===== config.mk =====
export PLATFORM = sky130hd
export DESIGN_NAME = uart_byte_bridge
export DESIGN_NICKNAME = d
export VERILOG_FILES = /design/src/rtl/uart_bridge_pkg.sv /design/src/rtl/ubb_fifo.sv /design/src/rtl/uart_byte_bridge.sv
export SDC_FILE = /design/constraint.sdc
export NUM_CORES = 1
export LEC_CHECK = 0
export ABC_CLOCK_PERIOD_IN_PS = 2900
export BUFFER_PORTS_ARGS = -buffer_cell sky130_fd_sc_hd__buf_2
export CAP_MARGIN = 0
export CORE_MARGIN = 5
export CORE_UTILIZATION = 35
export DETAILED_ROUTE_END_ITERATION = 12
export PLACE_DENSITY_LB_ADDON = 0.12
export REMOVE_ABC_BUFFERS = 1
export SLEW_MARGIN = 25
export SYNTH_ARGS = -nofsm -noshare
export SYNTH_HDL_FRONTEND = slang
export SYNTH_SLANG_ARGS = --single-unit

===== constraint.sdc =====
create_clock -name clk -period 2.9 [get_ports clk]
set_clock_uncertainty 0.15 [all_clocks]
set_input_delay 0.58 -clock clk [delete_from_list [all_inputs] [get_ports clk]]
set_output_delay 0.58 -clock clk [all_outputs]
set_load 0.01 [all_outputs]

===== src/rtl/uart_bridge_pkg.sv =====
// uart_bridge_pkg: UART register map indices and the bridge access FSM states.
package uart_bridge_pkg;
    localparam int REG_RX     = 0;
    localparam int REG_TX     = 1;
    localparam int REG_STATUS = 2;
    localparam int REG_CTRL   = 3;
    typedef enum logic [1:0] {ST_IDLE, ST_RD, ST_WR} state_t;
endpackage


===== src/rtl/ubb_fifo.sv =====
// ubb_fifo: synchronous first-word fall-through FIFO; push and pop in one cycle are both honoured.
module ubb_fifo #(
    parameter int WIDTH = 8,
    parameter int DEPTH = 4
) (
    input  logic             clk,
    input  logic             aresetn,
    input  logic             i_push,
    input  logic [WIDTH-1:0] i_data,
    input  logic             i_pop,
    output logic [WIDTH-1:0] o_data,
    output logic             o_full,
    output logic             o_empty
);
    localparam int AW = $clog2(DEPTH);
    logic [WIDTH-1:0] r_mem [DEPTH];
    logic [AW-1:0]    r_wr;
    logic [AW-1:0]    r_rd;
    logic [AW:0]      r_count;
    logic             w_push;
    logic             w_pop;
    assign o_full  = r_count == (AW+1)'(DEPTH);
    assign o_empty = r_count == '0;
    assign w_pop   = i_pop && !o_empty;
    // a full FIFO still accepts a push when the head leaves in the same cycle
    assign w_push  = i_push && (!o_full || w_pop);
    assign o_data  = o_empty ? '0 : r_mem[r_rd];
    always_ff @(posedge clk) begin
        if (!aresetn) begin
            r_wr    <= '0;
            r_rd    <= '0;
            r_count <= '0;
        end else begin
            if (w_push) r_wr <= r_wr + 1'b1;
            if (w_pop) r_rd <= r_rd + 1'b1;
            r_count <= r_count + {{AW{1'b0}}, w_push} - {{AW{1'b0}}, w_pop};
        end
    end
    always_ff @(posedge clk) begin
        if (w_push) r_mem[r_wr] <= i_data;
    end
endmodule


===== src/rtl/uart_byte_bridge.sv =====
// uart_byte_bridge: drains UART RX bytes on interrupt into a FIFO stream and
// writes a tx byte stream to the UART TX register, with ack timeouts.
module uart_byte_bridge
    import uart_bridge_pkg::*;
#(
    parameter int RX_DEPTH    = 4,
    parameter int RX_REG      = REG_RX,
    parameter int TX_REG      = REG_TX,
    parameter int ACK_TIMEOUT = 16
) (
    input  logic       clk,
    input  logic       aresetn,
    input  logic       uart_interrupt,
    output logic [3:0] uart_rcen,
    input  logic       uart_rack,
    input  logic [7:0] uart_rdata,
    output logic [3:0] uart_wcen,
    input  logic       uart_wack,
    output logic [7:0] uart_wdata,
    output logic       rx_valid,
    output logic [7:0] rx_data,
    input  logic       rx_ready,
    input  logic       tx_valid,
    input  logic [7:0] tx_data,
    output logic       tx_ready,
    output logic       rx_overflow,
    output logic       bus_error
);
    localparam int PW = $clog2(RX_DEPTH) + 1;
    localparam int TW = $clog2(ACK_TIMEOUT) + 1;
    state_t        r_state;
    state_t        w_next;
    logic [PW-1:0] r_pend;
    logic [TW-1:0] r_tmo;
    logic [7:0]    r_wdata;
    logic          w_full;
    logic          w_empty;
    logic          w_rd_elig;
    logic          w_ack;
    logic          w_timeout;
    logic          w_done;
    logic          w_rd_done;
    // an interrupt arriving this cycle already makes a read eligible, so it wins over a waiting tx byte
    assign w_rd_elig = (r_pend != '0 || uart_interrupt) && !w_full;
    assign w_ack     = (r_state == ST_RD && uart_rack) || (r_state == ST_WR && uart_wack);
    assign w_timeout = r_state != ST_IDLE && !w_ack && r_tmo == TW'(ACK_TIMEOUT - 1);
    assign w_done    = w_ack || w_timeout;
    assign w_rd_done = r_state == ST_RD && w_done;
    assign uart_rcen  = (r_state == ST_RD) ? 4'b1 << RX_REG : 4'b0;
    assign uart_wcen  = (r_state == ST_WR) ? 4'b1 << TX_REG : 4'b0;
    assign uart_wdata = r_wdata;
    assign tx_ready   = r_state == ST_WR && uart_wack;
    assign rx_valid   = !w_empty;
    always_comb begin
        w_next = r_state;
        if (r_state == ST_IDLE)
            w_next = w_rd_elig ? ST_RD : (tx_valid ? ST_WR : ST_IDLE);
        else if (w_done)
            w_next = ST_IDLE;
    end
    always_ff @(posedge clk) begin
        if (!aresetn) begin
            r_state     <= ST_IDLE;
            r_pend      <= '0;
            r_tmo       <= '0;
            r_wdata     <= '0;
            rx_overflow <= 1'b0;
            bus_error   <= 1'b0;
        end else begin
            r_state <= w_next;
            r_tmo   <= (r_state == ST_IDLE) ? '0 : r_tmo + 1'b1;
            if (r_state == ST_IDLE && w_next == ST_WR) r_wdata <= tx_data;
            if (uart_interrupt && !w_rd_done && r_pend == PW'(RX_DEPTH))
                rx_overflow <= 1'b1;
            else
                r_pend <= r_pend + PW'(uart_interrupt) - PW'(w_rd_done);
            if (w_timeout) bus_error <= 1'b1;
        end
    end
    ubb_fifo #(.WIDTH(8), .DEPTH(RX_DEPTH)) u_fifo (
        .clk     (clk),
        .aresetn (aresetn),
        .i_push  (r_state == ST_RD && uart_rack),
        .i_data  (uart_rdata),
        .i_pop   (rx_ready),
        .o_data  (rx_data),
        .o_full  (w_full),
        .o_empty (w_empty)
    );
endmodule


==> impl_metrics.toml <==
[cts]
htree_levels = 3
postCtsHoldBufs = 0
cts_root_buf = "clkbuf_8"
cts_buffers = 9
post-cts-setup-buffers = 0
clock_sinks = 61
clkTransAtPathRegs_ps = 70
clk_latency_ps = 330
clk_path_buf_depth = 2
cts_tree = "built"
ctsResizeCount = 0

[placement]
portBuffers = 44
dp_hpwl_um = 3220
place_congestion = 0.746
dpl_worst_slack_ps = 226

[final_layout]
layout.nets = 289
diodes = 0
area_growth_pct = 19.8
final_common_cell = "buf_2"
drive_gt1_share_pct = 29.0
final_cell_mix = "44 x buf_2, 32 x edfxtp_1, 29 x dfxtp_1, 21 x and2_1, 17 x inv_1"

[sta]
layout_setup_ws_ps = 245
slew_headroom_pct = 58.9
fmax_mhz = 377
worst_pin_slew_ps = 615
min_period_ps = 2660
final.period_utilization_pct = 91.6
setup_tns_ps = 0
rsz0062_at_grt = "no"
final_hold_viol_count = 0
setup_viol = 0
slew_violations = 0

[setup_path]
crit_family = "adder cells"
crit_top_cell = "ha_1"
crit_path_end_kind = "flip-flop"
worstPathMaxFanout = 3
path_cells = "ha_1 -> and3_1 -> ha_1 -> nor2_1 -> nor2_1 -> ha_1 -> inv_1 -> ha_1 -> inv_1 -> fa_1 -> xor2_1 -> xnor2_1 -> a21boi_0"
critical-path-max-stage-delay_ps = 370
crit_required_ps = 2940
criticalPathCategory = "reg2reg"
start_kind = "flip-flop"
slowest_stage = "fa_1"
worst-path-buf-inv = 2
crit_arrival_ps = 2700

[global_routing]
grt_pass1_wl_um = 7600
grt_pass1_vias = 1617
grt_max_degree = 34
track_usage_pct = 11.1
grt.overflow.total = 0
antenna_found_initial = 0

[synthesis]
ys_seq_area_share_pct = 59.1
synth_cell_types = 33
synthArstFlopShare_pct = 0
synth_edf_count = 32
synth_seq_cells = 61
synth_area_mm2 = 0.00261
yosys_warnings = 0
syn_avg_cell_area_um2 = 12.7
ys.flop_type = "edfxtp_1"
postSynthCellCount = 205

[routing]
drc = 0
num_vias = 1531
viasPerCell = 4.28
detail_route.first_pass.iterations = 4
wl_um = 4560
wl_per_cell_um = 12.7
ant_nets = 0
drt_iter0_drc = 34

[power_and_ir_drop]
p_per_area_mw_per_mm2 = 864
ir_drop_uv = 259
power.leakage_nw = 1.25

[die]
io_pins = 51
die_h_um = 96.3
row_count = 31
dieArea_mm2 = 0.00927
die_x_um = 96.3
core_mm2 = 0.00725
start_util_pct = 35.9

[run]
drv_cap = 0

[worst_hold_path]
min_path_type = "reg2reg"

[run_status]
status = "finished clean"
[report_power, final]
group | switching (W) | leakage, nW | internal (W)
sequential | 0.000101 | 0.526 | 0.00103
combinational | 0.000377 | 0.618 | 0.000387
clock | 0.000327 | 0.107 | 0.000479
[cell usage after synthesis, drive strengths merged (2+ instances only)]
library cell,count,share of area [%]
nand3,11,2.3
clkbuf,4,0.58
buf,9,2.3
fa,2,1.5
dfxtp,29,22
mux4,8,6.9
nor2,11,1.6
nor2b,2,0.48
o21ai,12,2.3
and3,2,0.48
xor2,2,0.67
inv,17,2.4
nand2,11,1.6
a21boi,2,0.58
nand2b,2,0.58
ha,10,4.8
and2,21,5.0
xnor2,7,2.4
edfxtp,32,37
[flip-flops by register name (all words and copies together), names as in the netlist, named ones only]
signal / count
uart_wdata: 8
u_fifo.r_rd: 2
u_fifo.r_wr: 2
u_fifo.r_count: 3
r_tmo: 5
u_fifo.r_mem: 32
r_pend: 3
rx_overflow: 1
bus_error: 1
r_state: 2
[logic make-up (layout without fill, tap and decap cells)]
kind of cell / Yosys count / count (layout) / share of synthesized area, %
AO/OA/AOI/OAI: 20 / 20 / 5.33
adder cells (fa/ha/maj): 12 / 12 / 6.34
AND/OR/NAND/NOR: 64 / 64 / 13.8
flip-flops: 61 / 61 / 59.1
other: 1 / 6 / 0.144
buffers and inverters: 30 / 79 / 5.33
XOR/XNOR: 9 / 9 / 3.02
multiplexers: 8 / 8 / 6.91
[worst register-to-register path, cell delays in order, from the launching register on]
cell and delay (ps):
dfxtp_1 330, ha_1 220, and3_1 190, ha_1 200, nor2_1 130, nor2_1 60, ha_1 260, inv_1 50
ha_1 130, inv_1 40, fa_1 370, xor2_1 180, xnor2_1 130, a21boi_0 90
[per-layer routing]
layer	vias to the layer above	part of all wire [%]	global-route usage, %
met5	-	0	0
met4	0	1.5	5.96
met3	8	5.4	3.13
met2	38	49	18.2
met1	698	44	13.2
li1	787	-	-
[final cells by class]
cell class / instances / area (µm²)
well taps: 99 / 124
flip-flops and latches: 61 / 1540
multi-input cells: 119 / 945
clock inverters: 7 / 90.1
fillers: 715 / 4130
repair buffers: 46 / 235
clock buffers: 9 / 124
inverters: 17 / 63.8
[worst paths after layout]
kind,start,to,slack [ps],depth (start not counted)
max,r_tmo[0],r_pend[2],240,13
min,r_tmo[0],r_tmo[0],300,1
max reg2reg,r_tmo[0],r_pend[2],240,13
min reg2reg,r_tmo[0],r_tmo[0],300,1
[stage by stage]
step / total power (W) / util [%] / instance area (µm²) / cells / hold slack, ps
after floorplan: 0.00166 / - / 2550 / 197 / 268
after global placement: 0.00193 / 40.1 / 2910 / 342 / 281
after detailed placement: 0.00194 / 40.1 / 2910 / 342 / 299
after CTS: 0.00276 / 43.1 / 3120 / 358 / 298
after global routing: 0.00290 / 43.1 / 3120 / 358 / 306
final: 0.00270 / 43.1 / 3120 / 358 / 304
Power figures use the tool's default switching activity.
